## config.mk

```make
export PLATFORM = sky130hd
export DESIGN_NAME = hc05_byte_ctrl
export DESIGN_NICKNAME = d
export VERILOG_FILES = /design/src/rtl/hc05_byte_ctrl_pkg.sv /design/src/rtl/hc05_sync_fifo.sv /design/src/rtl/hc05_byte_ctrl.sv
export SDC_FILE = /design/constraint.sdc
export NUM_CORES = 1
export LEC_CHECK = 0
export BUFFER_PORTS_ARGS = -buffer_cell sky130_fd_sc_hd__buf_4
export CORE_ASPECT_RATIO = 0.5
export CORE_MARGIN = 2
export CORE_UTILIZATION = 50
export DETAILED_ROUTE_END_ITERATION = 16
export GPL_ROUTABILITY_DRIVEN = 0
export GPL_TIMING_DRIVEN = 0
export PLACE_DENSITY = 0.72
export SYNTH_ARGS = -nofsm -noshare
export SYNTH_HDL_FRONTEND = slang
export SYNTH_HIERARCHICAL = 1
export SYNTH_SLANG_ARGS = --single-unit
export TNS_END_PERCENT = 5
```

## constraint.sdc

```tcl
create_clock -name clk -period 2.7 [get_ports clk]
set_input_delay 0.54 -clock clk [delete_from_list [all_inputs] [get_ports clk]]
set_output_delay 0.54 -clock clk [all_outputs]
set_load 0.02 [all_outputs]
```

## src/rtl/hc05_byte_ctrl_pkg.sv

```systemverilog
// Shared definitions for the HC-05 byte controller: TX FSM state encoding and default sizing.
package hc05_byte_ctrl_pkg;

    typedef enum logic [1:0] {
        ST_IDLE  = 2'd0,
        ST_START = 2'd1,
        ST_WAIT  = 2'd2
    } tx_state_e;

    localparam int DEF_TX_DEPTH   = 16;
    localparam int DEF_RX_DEPTH   = 16;
    localparam int DEF_TX_TIMEOUT = 600000;

endpackage

```

## src/rtl/hc05_sync_fifo.sv

```systemverilog
// Synchronous first-word-fall-through FIFO with exact occupancy count.
// A push into a full FIFO is accepted only when a pop happens in the same cycle.
module hc05_sync_fifo #(
    parameter int DEPTH = 16,
    parameter int WIDTH = 8
) (
    input  logic                     clk,
    input  logic                     rst_n,
    input  logic                     push,
    input  logic [WIDTH-1:0]         wdata,
    input  logic                     pop,
    output logic [WIDTH-1:0]         rdata,
    output logic                     full,
    output logic                     empty,
    output logic [$clog2(DEPTH):0]   level
);
    localparam int AW = $clog2(DEPTH);
    localparam logic [AW:0] FULL_LVL = (AW+1)'(DEPTH);

    logic [WIDTH-1:0] mem [DEPTH];
    logic [AW-1:0]    wr_ptr, rd_ptr;
    logic             do_push, do_pop;

    assign empty   = (level == '0);
    assign full    = (level == FULL_LVL);
    assign do_pop  = pop && !empty;
    assign do_push = push && (!full || do_pop);
    assign rdata   = empty ? '0 : mem[rd_ptr];

    // Power-of-two depth lets the pointers wrap by plain overflow.
    always_ff @(posedge clk or negedge rst_n) begin
        if (!rst_n) begin
            wr_ptr <= '0;
            rd_ptr <= '0;
            level  <= '0;
        end else begin
            if (do_push) wr_ptr <= wr_ptr + 1'b1;
            if (do_pop)  rd_ptr <= rd_ptr + 1'b1;
            case ({do_push, do_pop})
                2'b10:   level <= level + 1'b1;
                2'b01:   level <= level - 1'b1;
                default: level <= level;
            endcase
        end
    end

    always_ff @(posedge clk) begin
        if (do_push) mem[wr_ptr] <= wdata;
    end

endmodule

```

## src/rtl/hc05_byte_ctrl.sv

```systemverilog
// Host-side HC-05 byte controller: TX FIFO paced one byte per strobe/tx_end handshake,
// RX FIFO capturing link bytes, sticky timeout and overflow flags.
module hc05_byte_ctrl
    import hc05_byte_ctrl_pkg::*;
#(
    parameter int TX_DEPTH   = DEF_TX_DEPTH,
    parameter int RX_DEPTH   = DEF_RX_DEPTH,
    parameter int TX_TIMEOUT = DEF_TX_TIMEOUT
) (
    input  logic                        clk,
    input  logic                        rst,
    input  logic                        wr_en,
    input  logic [7:0]                  wr_data,
    output logic                        tx_full,
    output logic [$clog2(TX_DEPTH):0]   tx_level,
    input  logic                        tx_pause,
    output logic                        tx_busy,
    output logic                        tx_err,
    input  logic                        rd_en,
    output logic [7:0]                  rd_data,
    output logic                        rx_empty,
    output logic [$clog2(RX_DEPTH):0]   rx_level,
    output logic                        rx_overflow,
    input  logic                        err_clr,
    output logic [7:0]                  link_data_o,
    output logic                        link_en_o,
    input  logic                        link_tx_end,
    input  logic [7:0]                  link_data_i,
    input  logic                        link_en_i
);
    localparam int CW = $clog2(TX_TIMEOUT + 1);
    localparam logic [CW-1:0] TO_LAST = CW'(TX_TIMEOUT - 1);

    tx_state_e     state;
    logic [CW-1:0] to_cnt;
    logic [7:0]    tx_rdata;
    logic          tx_empty, tx_pop, to_hit;
    logic          rx_full, rx_drop;

    hc05_sync_fifo #(.DEPTH(TX_DEPTH), .WIDTH(8)) u_tx_fifo (
        .clk   (clk),
        .rst_n (rst),
        .push  (wr_en),
        .wdata (wr_data),
        .pop   (tx_pop),
        .rdata (tx_rdata),
        .full  (tx_full),
        .empty (tx_empty),
        .level (tx_level)
    );

    hc05_sync_fifo #(.DEPTH(RX_DEPTH), .WIDTH(8)) u_rx_fifo (
        .clk   (clk),
        .rst_n (rst),
        .push  (link_en_i),
        .wdata (link_data_i),
        .pop   (rd_en),
        .rdata (rd_data),
        .full  (rx_full),
        .empty (rx_empty),
        .level (rx_level)
    );

    assign tx_pop  = (state == ST_IDLE) && !tx_empty && !tx_pause;
    assign to_hit  = (state == ST_WAIT) && !link_tx_end && (to_cnt == TO_LAST);
    // A full FIFO still takes the byte when the host pops in the same cycle.
    assign rx_drop = link_en_i && rx_full && !rd_en;

    always_ff @(posedge clk or negedge rst) begin
        if (!rst) begin
            state       <= ST_IDLE;
            link_data_o <= 8'h00;
            link_en_o   <= 1'b0;
            tx_busy     <= 1'b0;
            to_cnt      <= '0;
        end else begin
            link_en_o <= 1'b0;
            case (state)
                ST_IDLE: begin
                    if (tx_pop) begin
                        link_data_o <= tx_rdata;
                        link_en_o   <= 1'b1;
                        tx_busy     <= 1'b1;
                        state       <= ST_START;
                    end
                end
                ST_START: begin
                    to_cnt <= '0;
                    state  <= ST_WAIT;
                end
                ST_WAIT: begin
                    if (link_tx_end || to_hit) begin
                        tx_busy <= 1'b0;
                        state   <= ST_IDLE;
                    end else begin
                        to_cnt <= to_cnt + 1'b1;
                    end
                end
                default: begin
                    tx_busy <= 1'b0;
                    state   <= ST_IDLE;
                end
            endcase
        end
    end

    always_ff @(posedge clk or negedge rst) begin
        if (!rst) begin
            tx_err      <= 1'b0;
            rx_overflow <= 1'b0;
        end else begin
            tx_err      <= err_clr ? 1'b0 : (tx_err | to_hit);
            rx_overflow <= err_clr ? 1'b0 : (rx_overflow | rx_drop);
        end
    end

endmodule
```

==> impl_metrics.ini, run 1 <==
[outcome]
status = complete, but fails checks
violations = setup timing

[worst_setup_path]
crit_family = multiplexers
max_stage_delay_ns = 0.50
endpoint = rd_data[2]
crit_top_cell = a211oi_2
crit_chain = buf_8 > buf_6 > mux4_2 > nor2b_4 > a211oi_2 > a211oi_2 > buf_4
startpoint = u_rx_fifo/rd_ptr[1]$_DFFE_PN0N_
r2r_end = u_tx_fifo/level[4]$_DFFE_PN0P_
cp-end-kind = output port
path_buf_inv = 3
start_kind = flop
crit_type = reg -> out
r2r-start = u_tx_fifo/level[2]$_DFFE_PN0P_
critPathRequiredTime_ns = 2.16
rrSetupSlack_ns = -0.15
cp_data_arrival_time_ns = 2.39
slowest_stage = mux4_2
crit_cells = 7
path_max_fanout = 7
r2r_cells = 11

[timing]
worst_slack_ns = -0.226
slew_headroom_pct = 41.9
skew_ns = 0.00946
finalCritPeriodShare_pct = 108
final-setup-viol-count = 10
max_clock_freq_mhz = 342
rsz0062_at_grt = true
hold_viol_final = 0
layout_min_cycle_time_ns = 2.93
slew_viol_final = 0
worstMarginPinSlew_ns = 0.869

[synth]
post-synth-top-area-fraction_pct = 57.5
synth-xor-area-share_pct = 2.03
yosysSeqAreaShare_pct = 68.8
syn_nets = 787
synth_edf_count = 256
netlist_instances = 744
synth_top_family_by_area = multiplexers
synthSimpleGateAreaFrac_pct = 7.18
ys_seq_elements = 316
syn_area_um2 = 13400
yosys.cell_count.top_type = edfxtp_1
synth_mux_area_share_pct = 14.1
synth_ff_type = edfxtp_1
synth_cell_types = 53
synthArstFlopShare_pct = 19.0
yosysWarnings = 6
yosysTopAreaCell = edfxtp_1
synth_fa_ha_area_share_pct = 1.89
syn_area_per_cell_um2 = 18.0
synth_commonest_cells = edfxtp_1 (256), dfrtp_1 (60), mux4_2 (56)
synth-compound-area-share_pct = 3.86
yosys-top-cells-area = edfxtp_1 (58%), dfrtp_1 (11%), mux4_2 (9.4%)

[die]
die_x_um = 235
core-area_um2 = 26300
initial_core_util_pct = 50.7
die_h_um = 120
dieArea_um2 = 28100
rows = 42
io_pins = 56

[detailed_routing]
drtAntennaViolNets = 0
first_pass_iters = 7
drc = 0
wl_per_cell_um = 21.8
finalWirelength_um = 26700
avgViaCountPerCell = 5.73
drt_iter0_markers = 619
vias = 7029

[placement]
pre_cts_ws_ns = -0.754
dp_hpwl_um = 17000
portBuffers = 55

[power_and_ir_drop]
p_comb_share_pct = 37.9
switching_share_pct = 32.7
p_int_mw = 11.2
switchingPower_mw = 5.45
power_frac_clock_pct = 23.9
p_leak_nw = 5.50
vdd_drop_max_v = 0.000621
finalPower_mw = 16.7
power.density_nw_per_um2 = 1060
seqPwrFrac_pct = 38.3

[layout]
nets = 895
area_growth_pct = 17.4
antennaDiodeCount = 0
layout-drive-gt1-share_pct = 33.4

[grt]
antenna_found_initial = 0
grt_usage_pct = 19.3
grt_pass1_wl_um = 41800
grt_pass1_vias = 7274
grt_max_degree = 61
overflow = 0

[cts]
cts_tree = done
cts.sinks = 316
clk_path_buf_depth = 3
h-tree-depth = 1
clk_pin_slew_ns = 0.07
hold_buffers = 0
clkLatencyLatePin_ns = 0.55
cts_buffers = 28
cts-root-buf = clkbuf_16

[hold_path]
hold_path_class = in -> async

[job]
cap_violations = 0
## placed cells by master (no fill, tap or decap), types with 12 or more instances in the layout
cell	count
a211oi_1	18
a211oi_2	12
and2_1	17
buf_4	79
clkbuf_1	16
clkbuf_16	30
dfrtp_1	52
edfxtp_1	256
ha_1	13
inv_1	22
mux2i_1	21
mux4_2	60
nand2_1	21
nand3_1	13
nor2_1	32
nor2b_1	13
xnor2_1	18
xor2_1	13
## sequential cells by signal, summed over array words and instances, names as in the netlist
name / flops
u_tx_fifo/rd_ptr: 4
to_cnt: 20
u_rx_fifo/rd_ptr: 4
tx_err: 1
u_tx_fifo/wr_ptr: 4
link_en_o: 1
rx_overflow: 1
u_tx_fifo/mem: 128
state: 2
u_rx_fifo/level: 5
u_tx_fifo/level: 5
u_rx_fifo/mem: 128
u_rx_fifo/wr_ptr: 4
link_data_o: 8
tx_busy: 1
## worst reg2reg max path: cells and delay by family, from the launching register on
family,cells,cell delay (ns)
flops,1,0.46
compound gates,4,0.83
simple gates,5,1.12
fa+ha+maj,1,0.28
buf+inv,1,0.07
## cell families (layout without fill, tap and decap cells)
logic type | Yosys count | count (layout)
fa+ha+maj | 19 | 19
flops | 316 | 316
compound gates | 65 | 65
buf+inv | 56 | 186
mux | 102 | 102
xor+xnor | 31 | 31
simple gates | 155 | 155
## layer usage
metal / GRT usage, % / wire, um
met3: 3.31 / 1190
met5: 0 / 0
met1: 27.8 / 12000
met2: 31.6 / 12900
met4: 4.27 / 520
## stage by stage
stage	instances	utilization (%)	hold WS (ns)	cell area [um^2]	setup TNS [ns]
finish	1226	59.6	0.0538	15700	-1.76
floorplan	744	-	0.244	13400	-1.95
global placement	1151	54.2	0.495	14300	-82.61
CTS	1217	58.9	0.120	15500	-4.94
global route	1226	59.6	0.127	15700	-2.46
detailed placement	1158	54.5	0.490	14400	-64.41
## power by group through the flow
| stage | registers, mW | logic (mW) | clock network, mW |
|---|---|---|---|
| floorplan | 6.56 | 3.78 | 0 |
| global placement | 6.43 | 5.48 | 0 |
| detailed placement | 6.46 | 5.62 | 0 |
| CTS | 6.37 | 6.09 | 4.04 |
| global route | 6.44 | 6.76 | 4.22 |
| finish | 6.37 | 6.31 | 3.97 |
## worst min-delay path by stage
stage,startpoint,to,slack [ns],depth (start not counted)
after global placement,rx_overflow$_DFF_PN0_,rx_overflow$_DFF_PN0_,0.49,2
final,rst,link_data_o[4]$_DFFE_PN0P_,0.05,1
after floorplan,rst,link_data_o[0]$_DFFE_PN0P_,0.24,0
after CTS,rst,link_data_o[2]$_DFFE_PN0P_,0.12,1
after global routing,rst,link_data_o[4]$_DFFE_PN0P_,0.13,1
after detailed placement,rx_overflow$_DFF_PN0_,rx_overflow$_DFF_PN0_,0.49,2
## repair_timing
item | CTS | global route
gates cloned | 1 | 0
pin swaps | 11 | 7
setup endpoints to repair | 140 | 112
gates resized for setup | 43 | 25
setup buffers | 6 | 8
## layout make-up
type | count | area (um^2)
multi-input cells | 372 | 4170
clock buffers | 42 | 836
flip-flops and latches | 316 | 9200
well taps | 352 | 440
fillers | 1890 | 10600
plain buffers | 32 | 244
inverters | 24 | 90.1
repair buffers | 78 | 613
clock inverters | 10 | 85.1
Power figures use the tool's default switching activity.
==> inputs of run 2 (changes only) <==
- GPL_TIMING_DRIVEN: 0 -> default
- MAX_ROUTING_LAYER: default -> met4
- PLACE_DENSITY: 0.72 -> 0.7
- clock period: 2.7 -> 3.45 ns (I/O delays scaled with it)
==> impl_metrics.ini, run 2 (synthesized netlist as in run 1, its figures left out) <==
[grt]
grt_max_degree = 61
grt_pass1_vias = 6906
gr-usage-met1_pct = 26.7
overflow = 0
use_met2_pct = 30.4
grt_pass1_wl_um = 40200
use_met3_pct = 3.22
antenna_found_initial = 0
grt.busiest_layer = met2
grt_usage_pct = 19.2

[worst_setup_path]
path_max_fanout = 32
crit_type = reg -> out
critPathRequiredTime_ns = 2.76
cp-end-kind = output port
slowest_stage = mux4_2
cp_data_arrival_time_ns = 2.61
crit_chain = buf_12 > mux4_2 > nor2b_1 > a211oi_1 > a211oi_1 > buf_4
max_stage_delay_ns = 0.54
start_kind = flop
crit_top_cell = a211oi_1

[detailed_routing]
drt_iter0_markers = 502
finalWirelength_um = 25200
first_pass_iters = 4
avgViaCountPerCell = 5.70
wl_per_cell_um = 21.1
drtAntennaViolNets = 0
drc = 0
vias = 6791

[die]
initial_core_util_pct = 50.7
dieArea_um2 = 28100
die_x_um = 235
die_h_um = 120
rows = 42
core-area_um2 = 26300
io_pins = 56

[power_and_ir_drop]
p_leak_nw = 5.34
power.density_nw_per_um2 = 819
vdd_drop_max_v = 0.000334

[timing]
final-setup-viol-count = 0
hold-worst-slack_ns = 0.220
fin_tns_setup_ns = 0
rsz0062_at_grt = false
worst_slack_ns = 0.150
slew_viol_final = 0
worstMarginPinSlew_ns = 1.04
finalCritPeriodShare_pct = 95.6
layout_min_cycle_time_ns = 3.30
slew_headroom_pct = 29.9
hold_viol_final = 0
skew_ns = 0.0240
max_clock_freq_mhz = 303

[placement]
dp_hpwl_um = 16300
pre_cts_ws_ns = 0.498
portBuffers = 55

[cts]
clk_path_buf_depth = 3
clk_pin_slew_ns = 0.06
cts_buffers = 29
cts-root-buf = clkbuf_16
cts_tree = done
clkLatencyLatePin_ns = 0.56
h-tree-depth = 1
cts.sinks = 316

[layout]
area_growth_pct = 13.5
layout-drive-gt1-share_pct = 25.0
nets = 860
multi_input_area_um2 = 3910
final_common_cell = edfxtp_1
layout_common_cells = edfxtp_1 (256), buf_4 (72), dfrtp_1 (60), mux4_2 (56), nor2_1 (36)
regArea_um2 = 9190
fillers = 1927
antennaDiodeCount = 0
reg_top3 = u_rx_fifo/mem x128, u_tx_fifo/mem x128, to_cnt x20

[job]
cap_violations = 0

[hold_path]
hold_path_class = in -> async

[outcome]
status = complete, no violations
==> run 2: worst max-delay path, delay by kind of cell (launching register included) <==
kind / cells / cell delay [ns]
buffers and inverters: 2 / 0.47
AOI/OAI and AO/OA: 2 / 0.44
muxes: 1 / 0.54
and+or+nand+nor: 1 / 0.15
DFF: 1 / 0.43
==> run 2: path summary, 6_finish.rpt <==
path                                            startpoint                        endpoint  slack (ns)  depth (start not counted)
max                        u_rx_fifo/rd_ptr[1]$_DFFE_PN0N_                      rd_data[2]        0.15                          6
min                                                    rst             tx_busy$_DFFE_PN0P_        0.22                          1
max reg2reg                 u_tx_fifo/level[1]$_DFFE_PN0P_  u_tx_fifo/mem[14][7]$_DFFE_PP_        0.47                          8
min reg2reg                          rx_overflow$_DFF_PN0_           rx_overflow$_DFF_PN0_        0.51                          2
max in group asynchronous                              rst  u_tx_fifo/level[4]$_DFFE_PN0P_        2.72                          1
min in group clk                                   err_clr                tx_err$_DFF_PN0_        0.29                          2
==> run 2: where the power goes <==
group | switching [mW] | internal [mW]
sequential | 0.496 | 4.67
clock | 1.37 | 1.84
combinational | 2.11 | 1.92
==> run 2: metrics by stage <==
step                      instances  util [%]  power [mW]  cell area [um^2]
after CTS                      1192      57.6        12.5             15200
after detailed placement       1138      53.9        9.30             14200
after floorplan                 744         -        8.05             13400
after global routing           1192      57.6        13.0             15200
after global placement         1138      53.9        9.20             14200
final                          1192      57.6        12.4             15200
==> run 2: area by class of cell <==
cell class | instances | share of cell area, %
clock buffers | 32 | 4.86
well taps | 352 | 2.90
multi-input cells | 372 | 25.8
repair buffers | 74 | 3.83
clock inverters | 22 | 1.45
flip-flops and latches | 316 | 60.6
inverters | 24 | 0.594
==> run 2: timing repair <==
item | in CTS | in global routing
hold endpoints to repair | 0 | 0
hold buffers | 0 | 0
buffers inserted | 0 | 0
endpoints found under the setup margin | 0 | 2
gates resized for setup | 0 | 2
==> run 2: per-layer routing <==
| layer | routed length (um) | vias up |
|---|---|---|
| li1 | - | 3081 |
| met4 | 438 | 0 |
| met2 | 12200 | 121 |
| met3 | 1020 | 34 |
| met5 | 0 | - |
| met1 | 11500 | 3555 |
